<file path="config.mk">
export PLATFORM = sky130hd
export DESIGN_NAME = serial_word_assembler
export DESIGN_NICKNAME = d
export VERILOG_FILES = /design/src/rtl/serial_word_assembler.sv
export SDC_FILE = /design/constraint.sdc
export NUM_CORES = 1
export LEC_CHECK = 0
export BUFFER_PORTS_ARGS = -buffer_cell sky130_fd_sc_hd__buf_2
export CAP_MARGIN = 20
export CORE_UTILIZATION = 51
export DETAILED_ROUTE_END_ITERATION = 12
export HOLD_SLACK_MARGIN = 0.15
export PLACE_DENSITY_LB_ADDON = 0.05
export SYNTH_ARGS = -nofsm -noshare
export SYNTH_HDL_FRONTEND = slang
export SYNTH_SLANG_ARGS = --single-unit
</file>
<file path="constraint.sdc">
create_clock -name clk -period 2 [get_ports clk]
set_input_delay 0 -clock clk [delete_from_list [all_inputs] [get_ports clk]]
set_output_delay 0 -clock clk [all_outputs]
set_load 0.02 [all_outputs]
</file>
<file path="src/rtl/serial_word_assembler.sv">
// -----------------------------------------------------------------------------
// serial_word_assembler
//
// Serial-to-parallel front end for an n-bit load register. Framed serial bits
// (sof marks bit 1, sin_valid strobes each bit) are shifted into an internal
// register; when the n-th bit arrives the assembled word is published on
// `word` together with a one-cycle `load` strobe. Framing violations (stray
// bits outside a frame, premature sof) raise a sticky `frame_err`.
//
// Ports:
//   clk        in   rising-edge system clock
//   reset      in   asynchronous, active-high reset
//   sof        in   start-of-frame marker, qualified by sin_valid
//   sin        in   serial data bit, sampled when sin_valid=1
//   sin_valid  in   bit strobe, one bit accepted per edge while high
//   err_clr    in   synchronous clear of frame_err (a same-cycle set wins)
//   word       out  [n-1:0] assembled word, held until the next full frame
//   load       out  one-cycle pulse, word valid in the same cycle
//   busy       out  high while a frame is partially received
//   frame_err  out  sticky framing-error flag
// -----------------------------------------------------------------------------
module serial_word_assembler #(
  parameter int n         = 4,
  parameter bit MSB_FIRST = 1'b1
) (
  input  logic         clk,
  input  logic         reset,
  input  logic         sof,
  input  logic         sin,
  input  logic         sin_valid,
  input  logic         err_clr,
  output logic [n-1:0] word,
  output logic         load,
  output logic         busy,
  output logic         frame_err
);

  localparam int CNT_W = $clog2(n + 1);
  localparam logic [CNT_W-1:0] N_CNT = CNT_W'(n);

  typedef enum logic [1:0] {
    IDLE  = 2'd0,
    SHIFT = 2'd1,
    DONE  = 2'd2
  } state_t;

  state_t           state_q, state_d;
  logic [n-1:0]     shreg_q, shreg_d;
  logic [CNT_W-1:0] cnt_q, cnt_d;
  logic [n-1:0]     word_q, word_d;
  logic             load_q, load_d;
  logic             busy_q, busy_d;
  logic             err_q, err_d;
  logic             err_set;

  // Shift one bit into the register in the configured direction. Written as
  // per-bit loops so the n=1 case (result is just the new bit) needs no
  // special slicing.
  function automatic logic [n-1:0] shift_in(input logic [n-1:0] cur,
                                            input logic        b);
    logic [n-1:0] r;
    if (MSB_FIRST) begin
      r[0] = b;
      for (int i = 1; i < n; i++) r[i] = cur[i-1];
    end else begin
      r[n-1] = b;
      for (int i = 0; i < n - 1; i++) r[i] = cur[i+1];
    end
    return r;
  endfunction

  always_comb begin
    state_d = state_q;
    shreg_d = shreg_q;
    cnt_d   = cnt_q;
    word_d  = word_q;
    load_d  = 1'b0;
    err_set = 1'b0;

    unique case (state_q)
      // IDLE and DONE treat sof identically: the bit opens a fresh frame.
      IDLE, DONE: begin
        if (sin_valid && sof) begin
          shreg_d = shift_in('0, sin);
          cnt_d   = CNT_W'(1);
          if (n == 1) begin
            word_d  = shift_in('0, sin);
            load_d  = 1'b1;
            state_d = DONE;
          end else begin
            state_d = SHIFT;
          end
        end else if (sin_valid) begin
          // Stray bit outside a frame: dropped, flagged.
          err_set = 1'b1;
          state_d = IDLE;
        end else begin
          state_d = IDLE;
        end
      end

      SHIFT: begin
        if (sin_valid && sof) begin
          // Premature start: abandon the partial frame, restart at bit 1.
          err_set = 1'b1;
          shreg_d = shift_in('0, sin);
          cnt_d   = CNT_W'(1);
        end else if (sin_valid) begin
          shreg_d = shift_in(shreg_q, sin);
          cnt_d   = cnt_q + CNT_W'(1);
          if (cnt_q + CNT_W'(1) == N_CNT) begin
            word_d  = shift_in(shreg_q, sin);
            load_d  = 1'b1;
            state_d = DONE;
          end
        end
      end

      default: state_d = IDLE;
    endcase

    busy_d = (state_d == SHIFT);
    // Set has priority over a simultaneous clear.
    err_d  = err_set | (err_q & ~err_clr);
  end

  always_ff @(posedge clk or posedge reset) begin
    if (reset) begin
      state_q <= IDLE;
      shreg_q <= '0;
      cnt_q   <= '0;
      word_q  <= '0;
      load_q  <= 1'b0;
      busy_q  <= 1'b0;
      err_q   <= 1'b0;
    end else begin
      state_q <= state_d;
      shreg_q <= shreg_d;
      cnt_q   <= cnt_d;
      word_q  <= word_d;
      load_q  <= load_d;
      busy_q  <= busy_d;
      err_q   <= err_d;
    end
  end

  assign word      = word_q;
  assign load      = load_q;
  assign busy      = busy_q;
  assign frame_err = err_q;

endmodule

</file>
==> results.md, run 1 <==
* Slew @ Worst Pin at 0.540 ns
* CTS clock-pin slew for the worst setup and hold paths at 0.10 ns
* Yosys warnings at 0
* FFs w/ async S/R, synth at 1.00
* Final count of pins violating max slew at 0
* CP endpoint kind: flop
* Final HPWL DP at 791 um
* H-tree depth at 1
* Period utilisation layout at 0.901
* Number of vias per cell at 5.42
* TritonCTS buffer count at 3
* Clock Sinks at 15
* Die Wd at 39.2 um
* Synth Instances at 62
* Final Hold Viols at 0
* Final core occ at 0.671
* DR DRC count at 0
* Routed WL per cell at 12.5 um
* Die Span Y at 39.2 um
* Final Wtd Congestion at 0.735
* Post-CTS Resized at 0
* Status: finished, final reports clean
* Startpoint Class: flop
* Critical Path Fanout Max at 5
* Post-synthesis sequential area ratio at 0.531
* Most common flop cell mapped by yosys: dfrtp_1
* Largest area contributor in the netlist: dfrtp_1
* Most common cell in the netlist: dfrtp_1
* Switching pwr at 0.384 mW
* Critical path arrival at 1.97 ns
* First-pass GRT wire length at 2030 um
* Reg power frac at 0.447
* Clock period minus worst slack at 1.80 ns
* Share of layout cells above drive strength 1 at 0.289
* P_int at 0.651 mW
* Vias at 531
* Synth-to-Final Area Change at 23.5%
* Syn Area/Cell at 11.4 um^2
* Clk pwr share at 0.167
* Final wirelength at 1230 um
* Power Density at 1180 nW/um^2
* Worst EP required at 2.17 ns
* Initial core utilization at 0.543
* Die ar. at 1540 um^2
* Largest net degree at the start of global routing at 16
* Largest cells by area after synthesis: dfrtp_1, mux2_2, nand2_1
* Clock buffer depth at 2
* Final Setup Violations at 0
* CTS Root Buffer Type: clkbuf_4
* Skew final at 0.00736 ns
* Synth Net Count at 70
* Final ANT Viol Nets at 0
* Fillcell total at 105
* Drt first pass iters at 2
* Placed cell count at 88
* Number of synthesized register bits at 15
* Maximum vdd ir drop at 607 uV
* Hold Path Class: primary input to async pin
* Worst skew pair latency at 0.28 ns
* Rows at 13
* Max_cap viols at 0
* Slew margin rel. at 0.639
* RSZ-0062 raised after global routing: no
* Top cell type's share of synthesized area at 0.531
* Distinct cells, synth at 24
* Core Footprint at 1300 um^2
* Mapped cell area at 707 um^2
* Top post-synthesis cells by count: dfrtp_1, nand2_1, mux2_2, o21ai_0, a21oi_1
* IO buf count at 12
* Fin nets at 92
* Setup tns final at 0 ns
* I/O pin total at 13
* Leak at 0.414 nW
* DRT iter0 DRCs at 6
* Setup WS pre-CTS at 0.189 ns
* Combinational share of power at 0.386
* Initial antenna violation count at 0
* Max frequency at 555 MHz
* CTS tree: yes
* Grt ovf at 0
* CP Class: flop to flop
* PnR Total Power at 1.03 mW
* Vias in the first global route at 469
* Final WS setup at 0.198 ns
* Fin cells at 98
* Number of synthesized flops with an enable pin at 0
* Diode count at 0
* GRT Total Usage at 0.199
* Fraction of power spent switching nets at 0.371
[final timing paths]
check                                     startpoint                endpoint  slack (ns)  cells past startpoint
worst max register to register  cnt_q[0]$_DFFE_PP0P_     word[3]$_DFFE_PP0P_        0.20                      4
worst max-delay path            cnt_q[0]$_DFFE_PP0P_     word[3]$_DFFE_PP0P_        0.20                      4
max in group asynchronous                      reset    cnt_q[1]$_DFFE_PP0P_        1.35                      3
worst min register to register   word[0]$_DFFE_PP0P_     word[0]$_DFFE_PP0P_        0.51                      1
min in group clk                                 sin  shreg_q[0]$_DFFE_PP0P_        0.50                      3
worst min-delay path                           reset     frame_err$_DFF_PP0_        0.29                      3
[placed cells by master, fill, tap and decap left out, drive strengths merged]
master       synthesis  layout
dfrtp               15      15
buf                  0      13
nand2                7       7
dlygate4sd3          0       6
mux2                 5       5
o21ai                5       5
a21oi                4       4
nor2b                3       3
clkbuf               2       3
o22ai                2       2
inv                  2       2
a22o                 2       2
ha                   2       2
nor4                 2       2
xnor2                1       1
nand2b               1       1
and3b                1       1
a21bo                1       1
nor3                 1       1
mux2i                1       1
a21boi               1       1
nor2                 1       1
o22a                 1       1
nand4bb              1       1
a21o                 1       1
clkinv               0       1
[stage by stage]
step	cell area (um^2)	hold slack [ns]
floorplan	707	-0.0985
global placement	786	0.0653
detailed placement	786	0.0699
CTS	873	0.309
global route	873	0.366
finish	873	0.287
[worst max-delay path, cell delays in order (launching register included)]
cell and delay (ns):
dfrtp_1 0.43, ha_1 0.26, xnor2_1 0.20, nor4_4 0.43, mux2_2 0.38
[metal layers]
metal	GRT usage	wire length, um	vias up
met2	0.317	568	9
met4	0.0776	6	0
met3	0.0520	33	2
met1	0.255	617	257
li1	-	-	263
met5	0	0	-
[kinds of logic (layout without fill, tap and decap cells)]
| kind of cell | after synthesis | in the layout | synth area share |
|---|---|---|---|
| buf+inv | 4 | 25 | 0.0212 |
| flops | 15 | 15 | 0.531 |
| xor+xnor | 1 | 1 | 0.0124 |
| fa+ha+maj | 2 | 2 | 0.0354 |
| compound gates | 17 | 17 | 0.154 |
| simple gates | 17 | 17 | 0.152 |
| mux | 6 | 6 | 0.0938 |
[power groups by stage]
stage	registers [mW]	clock network, mW	logic [mW]
final	0.463	0.173	0.399
after global routing	0.477	0.194	0.449
after CTS	0.463	0.178	0.401
after detailed placement	0.468	0	0.382
after global placement	0.465	0	0.378
after floorplan	0.515	0	0.230
[repair_timing]
item,in CTS,in global routing
hold endpoints to repair,27,0
setup buffers,0,0
hold buffers,6,0
[final cells by class]
type,instances,area [um^2],area share
clock buffer,3,22.5,0.0258
clock inverter,1,5.00,0.00573
inverter,2,7.51,0.00860
multi-input combinational,43,317,0.362
sequential,15,375,0.430
tap,15,18.8,0.0215
timing repair buffer,19,128,0.146
[sequential cells by signal, summed over array words and instances (netlist names)]
name,flops
cnt_q,3
state_q,2
shreg_q,3
word,4
load,1
busy,1
frame_err,1
Note: power is estimated with default switching activity, not from simulation.
==> run 2: changes to the inputs <==
--- a/config.mk
+++ b/config.mk
@@ -5,10 +5,13 @@
 export SDC_FILE = /design/constraint.sdc
 export NUM_CORES = 1
 export LEC_CHECK = 0
-export BUFFER_PORTS_ARGS = -buffer_cell sky130_fd_sc_hd__buf_2
+export ABC_CLOCK_PERIOD_IN_PS = 2000
+export BUFFER_PORTS_ARGS = -buffer_cell sky130_fd_sc_hd__buf_4
 export CAP_MARGIN = 20
-export CORE_UTILIZATION = 51
+export CORE_AREA = 2 2 39 41
+export CTS_BUF_LIST = sky130_fd_sc_hd__clkbuf_4 sky130_fd_sc_hd__clkbuf_8
 export DETAILED_ROUTE_END_ITERATION = 12
+export DIE_AREA = 0 0 41 43
 export HOLD_SLACK_MARGIN = 0.15
 export PLACE_DENSITY_LB_ADDON = 0.05
 export SYNTH_ARGS = -nofsm -noshare
==> results.md, run 2 (synthesis gave the netlist of run 1 again) <==
* Fillcell total at 112
* Drt first pass iters at 4
* DR DRC count at 0
* Worst EP required at 2.23 ns
* First-pass GRT wire length at 2180 um
* Final ANT Viol Nets at 0
* CTS tree: yes
* Vias in the first global route at 491
* Reg power frac at 0.428
* P_int at 0.694 mW
* Area taken by multi-input logic gates at 317 um^2
* Clock period minus worst slack at 1.88 ns
* CTS Root Buffer Type: clkbuf_4
* Leak at 0.435 nW
* Hold Path Class: primary input to async pin
* Max FFs per register at 4
* Clock buffer depth at 2
* CP endpoint kind: flop
* Fin nets at 94
* Die Span Y at 43 um
* Rows at 14
* Synth-to-Final Area Change at 30.4%
* Largest net degree at the start of global routing at 16
* Final count of pins violating max slew at 0
* Maximum vdd ir drop at 580 uV
* Max frequency at 533 MHz
* Power Density at 1180 nW/um^2
* Clock Sinks at 15
* Slew @ Worst Pin at 0.578 ns
* IO buf count at 12
* Final Wtd Congestion at 0.659
* Share of layout cells above drive strength 1 at 0.306
* Skew final at 0.00528 ns
* H-tree depth at 1
* Initial core utilization at 0.511
* Max_cap viols at 0
* Slew margin rel. at 0.614
* Status: finished, final reports clean
* Grt ovf at 0
* TritonCTS buffer count at 3
* Commonest non-fill, non-tap cells in the layout: dfrtp_1, buf_4, nand2_1
* Number of vias per cell at 5.31
* CP Class: flop to flop
* I/O pin total at 13
* Diode count at 0
* Fraction of power spent switching nets at 0.363
* Switching pwr at 0.395 mW
* Die Wd at 41 um
* CTS clock-pin slew for the worst setup and hold paths at 0.09 ns
* RSZ-0062 raised after global routing: no
* Combinational share of power at 0.399
* Clk pwr share at 0.173
* Vias at 536
* Post-CTS Resized at 0
* Routed WL per cell at 14.2 um
* Critical path arrival at 2.10 ns
* Final Setup Violations at 0
* Setup tns final at 0 ns
* Final WS setup at 0.123 ns
* Final HPWL DP at 913 um
* Period utilisation layout at 0.938
* Core Footprint at 1380 um^2
* Critical Path Fanout Max at 5
* Startpoint Class: flop
* Final wirelength at 1430 um
* Worst skew pair latency at 0.29 ns
* Setup WS pre-CTS at 0.218 ns
* DRT iter0 DRCs at 6
* Initial antenna violation count at 0
* Final Hold Viols at 0
* Register area at 375 um^2
* GRT Total Usage at 0.190
* Die ar. at 1760 um^2
## run 2: stage by stage
stage	util	cells	hold slack, ns	area (um^2)	power, mW
after floorplan	-	62	-0.0985	707	0.745
after global placement	0.590	89	0.0851	817	0.875
after detailed placement	0.590	89	0.0960	817	0.884
after CTS	0.656	99	0.334	907	1.09
after global routing	0.666	101	0.396	922	1.16
final	0.666	101	0.322	922	1.09
## run 2: metal layers
| layer | global-route usage | wire length (um) | share of wire |
|---|---|---|---|
| met5 | 0 | 0 | 0 |
| met4 | 0.140 | 43 | 0.030 |
| met3 | 0.0314 | 59 | 0.041 |
| met2 | 0.250 | 679 | 0.47 |
| met1 | 0.270 | 651 | 0.45 |
## run 2: power groups by stage
stage	clock [mW]	combinational, mW	sequential, mW
4_1_cts	0.196	0.430	0.466
3_3_place_gp	0	0.406	0.468
3_5_place_dp	0	0.413	0.472
5_1_grt	0.207	0.470	0.481
2_1_floorplan	0	0.230	0.515
6_report	0.188	0.434	0.467
## run 2: area by class of cell
cell class	count	share of cell area
timing repair buffer	21	0.187
tap	16	0.0217
multi-input combinational	43	0.343
clock buffer	4	0.0326
sequential	15	0.407
inverter	2	0.00814
## run 2: worst max-delay path, cell delays in order (launching register included)
cell           delay (ns)
dfrtp_1              0.43
ha_1                 0.25
xnor2_1              0.20
nor4_4               0.34
dlygate4sd3_1        0.59
## run 2: worst paths after layout
kind                                       from                endpoint  slack, ns  depth (start not counted)
setup / recovery           cnt_q[0]$_DFFE_PP0P_    state_q[1]$_DFF_PP0_       0.12                          4
hold / removal                            reset    cnt_q[2]$_DFFE_PP0P_       0.32                          3
setup reg to reg           cnt_q[0]$_DFFE_PP0P_    state_q[1]$_DFF_PP0_       0.12                          4
hold reg to reg             word[1]$_DFFE_PP0P_     word[1]$_DFFE_PP0P_       0.51                          1
max in group asynchronous                 reset     word[2]$_DFFE_PP0P_       1.30                          3
min in group clk                            sin  shreg_q[0]$_DFFE_PP0P_       0.50                          3
## run 2: timing repair
item,in CTS,in global routing
buffers inserted,0,2
endpoints found under the setup margin,0,1
hold buffers,6,0
endpoints found under the hold margin,27,0
